===== config.mk =====
export PLATFORM = sky130hd
export DESIGN_NAME = cart_mem_loader
export DESIGN_NICKNAME = d
export VERILOG_FILES = /design/src/rtl/cart_pkg.sv /design/src/rtl/cart_lane_mux.sv /design/src/rtl/cart_mem_loader.sv
export SDC_FILE = /design/constraint.sdc
export NUM_CORES = 1
export LEC_CHECK = 0
export CAP_MARGIN = 10
export CORE_MARGIN = 8
export CORE_UTILIZATION = 58
export CTS_CLUSTER_SIZE = 40
export DETAILED_ROUTE_END_ITERATION = 10
export DONT_BUFFER_PORTS = 1
export PLACE_DENSITY = 0.82
export REMOVE_ABC_BUFFERS = 1
export SKIP_CTS_REPAIR_TIMING = 1
export SLEW_MARGIN = 20
export SYNTH_ARGS = -nofsm -noshare
export SYNTH_HDL_FRONTEND = slang
export SYNTH_SLANG_ARGS = --single-unit

===== constraint.sdc =====
create_clock -name clock -period 2.5 [get_ports clock]
set_input_delay 0.75 -clock clock [delete_from_list [all_inputs] [get_ports clock]]
set_output_delay 0.75 -clock clock [all_outputs]
set_load 0.05 [all_outputs]

===== src/rtl/cart_pkg.sv =====
// Shared definitions for the cartridge memory loader.
// Holds the loader state encoding, the CPU region decode type and the word-space layout helpers:
// PRG sits at word 0, CHR directly after PRG, cart RAM directly after CHR. Only PRG and CHR are
// copied from flash, so the load length equals the RAM base.
package cart_pkg;

  typedef enum logic [0:0] {
    StLoad,
    StReady
  } cart_state_e;

  typedef enum logic [1:0] {
    RegNone,
    RegPrg,
    RegChr,
    RegRam
  } cart_region_e;

  // Word base of the CHR region (PRG size in 32-bit words).
  function automatic int unsigned chr_word_base(input int unsigned prg_log2);
    return 32'd1 << (prg_log2 - 2);
  endfunction

  // Word base of the cart RAM region (PRG + CHR size in words).
  function automatic int unsigned ram_word_base(input int unsigned prg_log2,
                                                input int unsigned chr_log2);
    return (32'd1 << (prg_log2 - 2)) + (32'd1 << (chr_log2 - 2));
  endfunction

  // Number of 32-bit words copied from flash on every load.
  function automatic int unsigned load_words(input int unsigned prg_log2,
                                             input int unsigned chr_log2);
    return ram_word_base(prg_log2, chr_log2);
  endfunction

endpackage


===== src/rtl/cart_lane_mux.sv =====
// Byte-lane steering between the 8-bit CPU bus and the 32-bit backing memory.
// Ports:
//   wr_lane_i  byte lane of the write (address[1:0])
//   wr_byte_i  CPU write byte
//   wdata_o    write byte replicated on all four lanes
//   wen_o      one-hot byte enable for wr_lane_i
//   rd_lane_i  byte lane of the pending read
//   rd_word_i  memory read word
//   rd_byte_o  selected byte of rd_word_i
module cart_lane_mux (
  input  logic [1:0]  wr_lane_i,
  input  logic [7:0]  wr_byte_i,
  output logic [31:0] wdata_o,
  output logic [3:0]  wen_o,
  input  logic [1:0]  rd_lane_i,
  input  logic [31:0] rd_word_i,
  output logic [7:0]  rd_byte_o
);

  always_comb begin
    wdata_o = {4{wr_byte_i}};
    wen_o   = 4'b0001 << wr_lane_i;
    rd_byte_o = rd_word_i[7:0];
    unique case (rd_lane_i)
      2'd0: rd_byte_o = rd_word_i[7:0];
      2'd1: rd_byte_o = rd_word_i[15:8];
      2'd2: rd_byte_o = rd_word_i[23:16];
      2'd3: rd_byte_o = rd_word_i[31:24];
      default: rd_byte_o = rd_word_i[7:0];
    endcase
  end

endmodule


===== src/rtl/cart_mem_loader.sv =====
// Cartridge memory loader: copies the PRG+CHR image of the selected flash slot into a 32-bit
// backing memory, then serves byte-wide CPU reads/writes to the PRG, CHR and cart RAM regions.
// Ports:
//   clock, reset         clock; synchronous active-high reset (restarts the load)
//   reload, index        restart load; image slot (latched on reset and reload only)
//   cart_ready           image fully loaded, CPU accesses enabled
//   address, *_sel       CPU byte offset within region; region selects (prg > chr > ram)
//   rden, wren           CPU read/write strobes
//   write_data           CPU write byte
//   read_data/read_valid read byte (held between reads); pulses the cycle after rden
//   flash_*              word-read handshake to the external SPI flash engine
//   mem_*                backing memory port, 1-cycle read latency, read-before-write
module cart_mem_loader
  import cart_pkg::*;
#(
  parameter int unsigned MEM_AW     = 15,
  parameter int unsigned PRG_LOG2   = 16,
  parameter int unsigned CHR_LOG2   = 15,
  parameter int unsigned RAM_LOG2   = 13,
  parameter int unsigned IDX_W      = 4,
  parameter logic [23:0] FLASH_BASE = 24'h100000,
  parameter int unsigned SLOT_LOG2  = 17,
  parameter bit          ROM_WP     = 1'b1
) (
  input  logic              clock,
  input  logic              reset,
  input  logic              reload,
  input  logic [IDX_W-1:0]  index,
  output logic              cart_ready,
  input  logic [20:0]       address,
  input  logic              prg_sel,
  input  logic              chr_sel,
  input  logic              ram_sel,
  input  logic              rden,
  input  logic              wren,
  input  logic [7:0]        write_data,
  output logic [7:0]        read_data,
  output logic              read_valid,
  output logic              flash_valid,
  input  logic              flash_ready,
  output logic [23:0]       flash_addr,
  input  logic [31:0]       flash_rdata,
  output logic [MEM_AW-1:0] mem_addr,
  output logic [3:0]        mem_wen,
  output logic [31:0]       mem_wdata,
  input  logic [31:0]       mem_rdata
);

  localparam logic [MEM_AW-1:0] ChrBase  = MEM_AW'(chr_word_base(PRG_LOG2));
  localparam logic [MEM_AW-1:0] RamBase  = MEM_AW'(ram_word_base(PRG_LOG2, CHR_LOG2));
  localparam logic [MEM_AW-1:0] LastWord = MEM_AW'(load_words(PRG_LOG2, CHR_LOG2) - 1);

  cart_state_e       state_q, state_d;
  logic [MEM_AW-1:0] load_addr_q, load_addr_d;
  logic [IDX_W-1:0]  idx_q, idx_d;
  logic              rd_pend_q, rd_pend_d;
  logic [1:0]        lane_q, lane_d;
  logic [7:0]        read_data_q;

  cart_region_e      region;
  logic [MEM_AW-1:0] cpu_addr;
  logic              cpu_hit, cpu_wr, load_accept;
  logic [31:0]       lane_wdata;
  logic [3:0]        lane_wen;
  logic [7:0]        rd_byte;

  // Bits above the largest region are don't-care (offset is taken modulo region size).
  logic unused_addr;
  assign unused_addr = ^address;

  cart_lane_mux u_lane_mux (
    .wr_lane_i (address[1:0]),
    .wr_byte_i (write_data),
    .wdata_o   (lane_wdata),
    .wen_o     (lane_wen),
    .rd_lane_i (lane_q),
    .rd_word_i (mem_rdata),
    .rd_byte_o (rd_byte)
  );

  always_comb begin
    region = RegNone;
    if (prg_sel) begin
      region = RegPrg;
    end else if (chr_sel) begin
      region = RegChr;
    end else if (ram_sel) begin
      region = RegRam;
    end
  end

  always_comb begin
    cpu_addr = '0;
    case (region)
      RegPrg:  cpu_addr = MEM_AW'(address[PRG_LOG2-1:2]);
      RegChr:  cpu_addr = ChrBase + MEM_AW'(address[CHR_LOG2-1:2]);
      RegRam:  cpu_addr = RamBase + MEM_AW'(address[RAM_LOG2-1:2]);
      default: cpu_addr = '0;
    endcase
  end

  always_comb begin
    // A reload cycle already belongs to the new load: CPU strobes and flash data are dropped.
    load_accept = (state_q == StLoad) && !reset && !reload && flash_ready;
    cpu_hit     = (state_q == StReady) && !reset && !reload && (region != RegNone);
    cpu_wr      = cpu_hit && wren && ((region == RegRam) || !ROM_WP);

    state_d     = state_q;
    load_addr_d = load_addr_q;
    idx_d       = idx_q;
    rd_pend_d   = cpu_hit && rden;
    lane_d      = (cpu_hit && rden) ? address[1:0] : lane_q;

    if (reload) begin
      state_d     = StLoad;
      load_addr_d = '0;
      idx_d       = index;
    end else if (load_accept) begin
      if (load_addr_q == LastWord) begin
        state_d     = StReady;
        load_addr_d = '0;
      end else begin
        load_addr_d = load_addr_q + MEM_AW'(1);
      end
    end
  end

  always_comb begin
    flash_valid = (state_q == StLoad) && !reset;
    flash_addr  = FLASH_BASE + (24'(idx_q) << SLOT_LOG2) + 24'({load_addr_q, 2'b00});
    cart_ready  = (state_q == StReady);
    read_valid  = rd_pend_q;
    read_data   = rd_pend_q ? rd_byte : read_data_q;
    mem_addr    = (state_q == StLoad) ? load_addr_q : cpu_addr;
    mem_wdata   = (state_q == StLoad) ? flash_rdata : lane_wdata;
    mem_wen     = 4'b0000;
    if (load_accept) begin
      mem_wen = 4'b1111;
    end else if (cpu_wr) begin
      mem_wen = lane_wen;
    end
  end

  always_ff @(posedge clock) begin
    if (reset) begin
      state_q     <= StLoad;
      load_addr_q <= '0;
      idx_q       <= index;
      rd_pend_q   <= 1'b0;
      lane_q      <= 2'd0;
      read_data_q <= 8'h00;
    end else begin
      state_q     <= state_d;
      load_addr_q <= load_addr_d;
      idx_q       <= idx_d;
      rd_pend_q   <= rd_pend_d;
      lane_q      <= lane_d;
      read_data_q <= read_data;
    end
  end

endmodule


==> flow_summary.json, run 1 <==
{
  "gp_congestion": 0.883,
  "async_flop_share_pct": 0,
  "cts_buffers": 5,
  "fmax_mhz": 405,
  "vias": 2328,
  "clock_sink_count": 31,
  "fin_crit_sh_pct": 98.7,
  "hold_violations": 0,
  "antenna_found_initial": 0,
  "synthDistinctLibCells": 35,
  "crit_arrival_ns": 1.72,
  "wire_per_inst_um": 21.4,
  "fp.dieH_um": 76.8,
  "endpoint_kind": "output port",
  "final-max-slew-violation-count": 0,
  "clkSlewWorstSetupHoldPaths_ns": 0.07,
  "syn_area_per_cell_um2": 7.42,
  "num-nets-final": 463,
  "grt_use_total_pct": 25.9,
  "final_layout_size_suffix_gt1_share_pct": 28.6,
  "htree_levels": 2,
  "critPathMaxFanout": 9,
  "finClkSkew_ns": 0.0114,
  "min_path_type": "in2reg",
  "leakage_nw": 1.26,
  "tritoncts": "yes",
  "routed_wl_mm": 8.67,
  "yosysTopAreaCellShare_pct": 25.2,
  "yosysWarnings": 0,
  "cap_violations": 0,
  "diodes": 0,
  "yosys_register_bits": 31,
  "path_class": "reg2out",
  "syn-cell-area_um2": 2150,
  "first_global_vias": 2335,
  "initial_core_util_pct": 59.5,
  "io_buffers": 0,
  "ant_nets": 0,
  "drt_iter0_markers": 141,
  "cts_buffer_depth": 2,
  "synth.top_cells.by_area": "dfxtp_1 25%, o21ai_0 12%, inv_1 8.7%",
  "dp_hpwl_mm": 6.63,
  "status": "finished, final reports clean",
  "cts_root_buf": "clkbuf_8",
  "syn2layout_area_growth_pct": 38.1,
  "start_kind": "flop",
  "synth_flop_cell": "dfxtp_1",
  "clkLatencyLatePin_ns": 0.28,
  "power_per_cell_area_nw_per_um2": 406,
  "yosysTopAreaCell": "dfxtp_1",
  "synth_edf_count": 4,
  "ys_seq_area_share_pct": 30.8,
  "whs_ns": 0.533,
  "power_w": 0.00120,
  "dieArea_um2": 5900,
  "worst_pin_slew_ns": 0.656,
  "crit_required_ns": 1.75,
  "core_area_um2": 3610,
  "drc": 0,
  "period_needed_ns": 2.47,
  "grt_max_degree": 50,
  "boundaryPins": 192,
  "ir_drop_mv": 0.402,
  "dr.pass1.iters": 4,
  "synth_cells": 289,
  "grt_pass1_wl_mm": 12.4,
  "drt-vias-per-instance": 5.75,
  "rows": 22,
  "fp.dieW_um": 76.8,
  "grt_overflow": 0,
  "setup_violations": 0,
  "slew-limit-headroom_pct": 55.8
}
-- critical path, stage by stage (launching register included) --
cell and delay, ns:
dfxtp_1 0.31, buf_4 0.20, mux4_2 0.56, mux2_4 0.37
-- metal layers --
layer  share of wire, %  track usage (%)  up-vias
li1                   -                -     1093
met1                 32             24.8     1076
met2                 53             47.5      135
met3                 11             11.0       24
met4                3.1             10.6        0
met5                  0                0        -
-- kinds of logic after synthesis --
| kind of cell | count (synthesis) | share of synthesized area, % |
|---|---|---|
| simple gates | 97 | 22.4 |
| buf+inv | 69 | 12.9 |
| compound gates | 60 | 14.6 |
| flops | 31 | 30.8 |
| mux | 19 | 14.0 |
| xor+xnor | 11 | 4.49 |
| fa+ha+maj | 1 | 0.583 |
| other cells | 1 | 0.175 |
-- power breakdown --
| group | internal [W] | switching, W |
|---|---|---|
| Clock | 0.000222 | 0.000185 |
| Sequential | 0.000512 | 0.0000250 |
| Combinational | 0.0000739 | 0.000185 |
-- synthesized netlist by cell type, drive strengths merged (2+ instances only) --
library cell,number
nor3b,2
or4,3
nand3,6
o22ai,2
edfxtp,4
nor2b,9
inv,50
or3,3
nor2,20
mux2,8
a21oi,4
clkbuf,13
and3,3
nand4,3
o21ai,50
nor3,5
mux4,8
buf,6
nand2,31
o31ai,2
nor4,6
xnor2,11
mux2i,3
dfxtp,27
-- final cells by class --
type                       count  area, µm²
multi-input combinational    192       1250
sequential                    31        662
timing repair buffer          76        712
fill                         226        642
clock inverter                 1       5.00
tap                           48       60.1
inverter                      50        188
clock buffer                   7       86.3
-- registers in the layout (all words and copies together) (netlist names) --
name         cells
cart_ready       1
idx_q            4
lane_q           2
load_addr_q     15
read_data_q      8
read_valid       1
-- path summary, 6_finish.rpt --
kind                                             startpoint  slack [ns]                      endpoint  depth (start not counted)
worst min-delay path                                  reset        0.53     read_data_q[1]$_SDFF_PP0_                          1
worst min register to register  load_addr_q[4]$_SDFFE_PP0P_        0.56   load_addr_q[4]$_SDFFE_PP0P_                          2
worst max-delay path                 lane_q[0]$_SDFFE_PP0P_        0.03                  read_data[5]                          3
worst max register to register      cart_ready$_SDFFE_PP0P_        0.20  load_addr_q[14]$_SDFFE_PP0P_                          5
-- stage by stage --
| step | instance area [µm²] | util, % | instances | setup TNS (ns) | setup slack (ns) |
|---|---|---|---|---|---|
| floorplan | 2070 | - | 273 | -38.70 | -1.34 |
| global placement | 2840 | 78.7 | 397 | 0 | 0.0265 |
| detailed placement | 2840 | 78.7 | 397 | -0.0892 | -0.0892 |
| CTS | 2930 | 81.2 | 405 | -0.0298 | -0.0216 |
| global route | 2960 | 82.2 | 405 | -0.0243 | -0.0243 |
| finish | 2960 | 82.2 | 405 | 0 | 0.0323 |
-- placed cells by master, fill, tap and decap left out, drive strengths merged, types with 7 or more instances in the layout --
cell type   n
nor2b       9
inv        50
buf        76
nor2       20
dfxtp      27
clkbuf      7
nand2      31
mux4        8
o21ai      50
xnor2      11
mux2        8
(Power assumes the default switching activity.)
==> inputs of run 2 (changes only) <==
CTS_CLUSTER_DIAMETER = 50   (was not set)
==> results of run 2 <==
No change in the layout: final DEF, timing and power equal those of run 1.
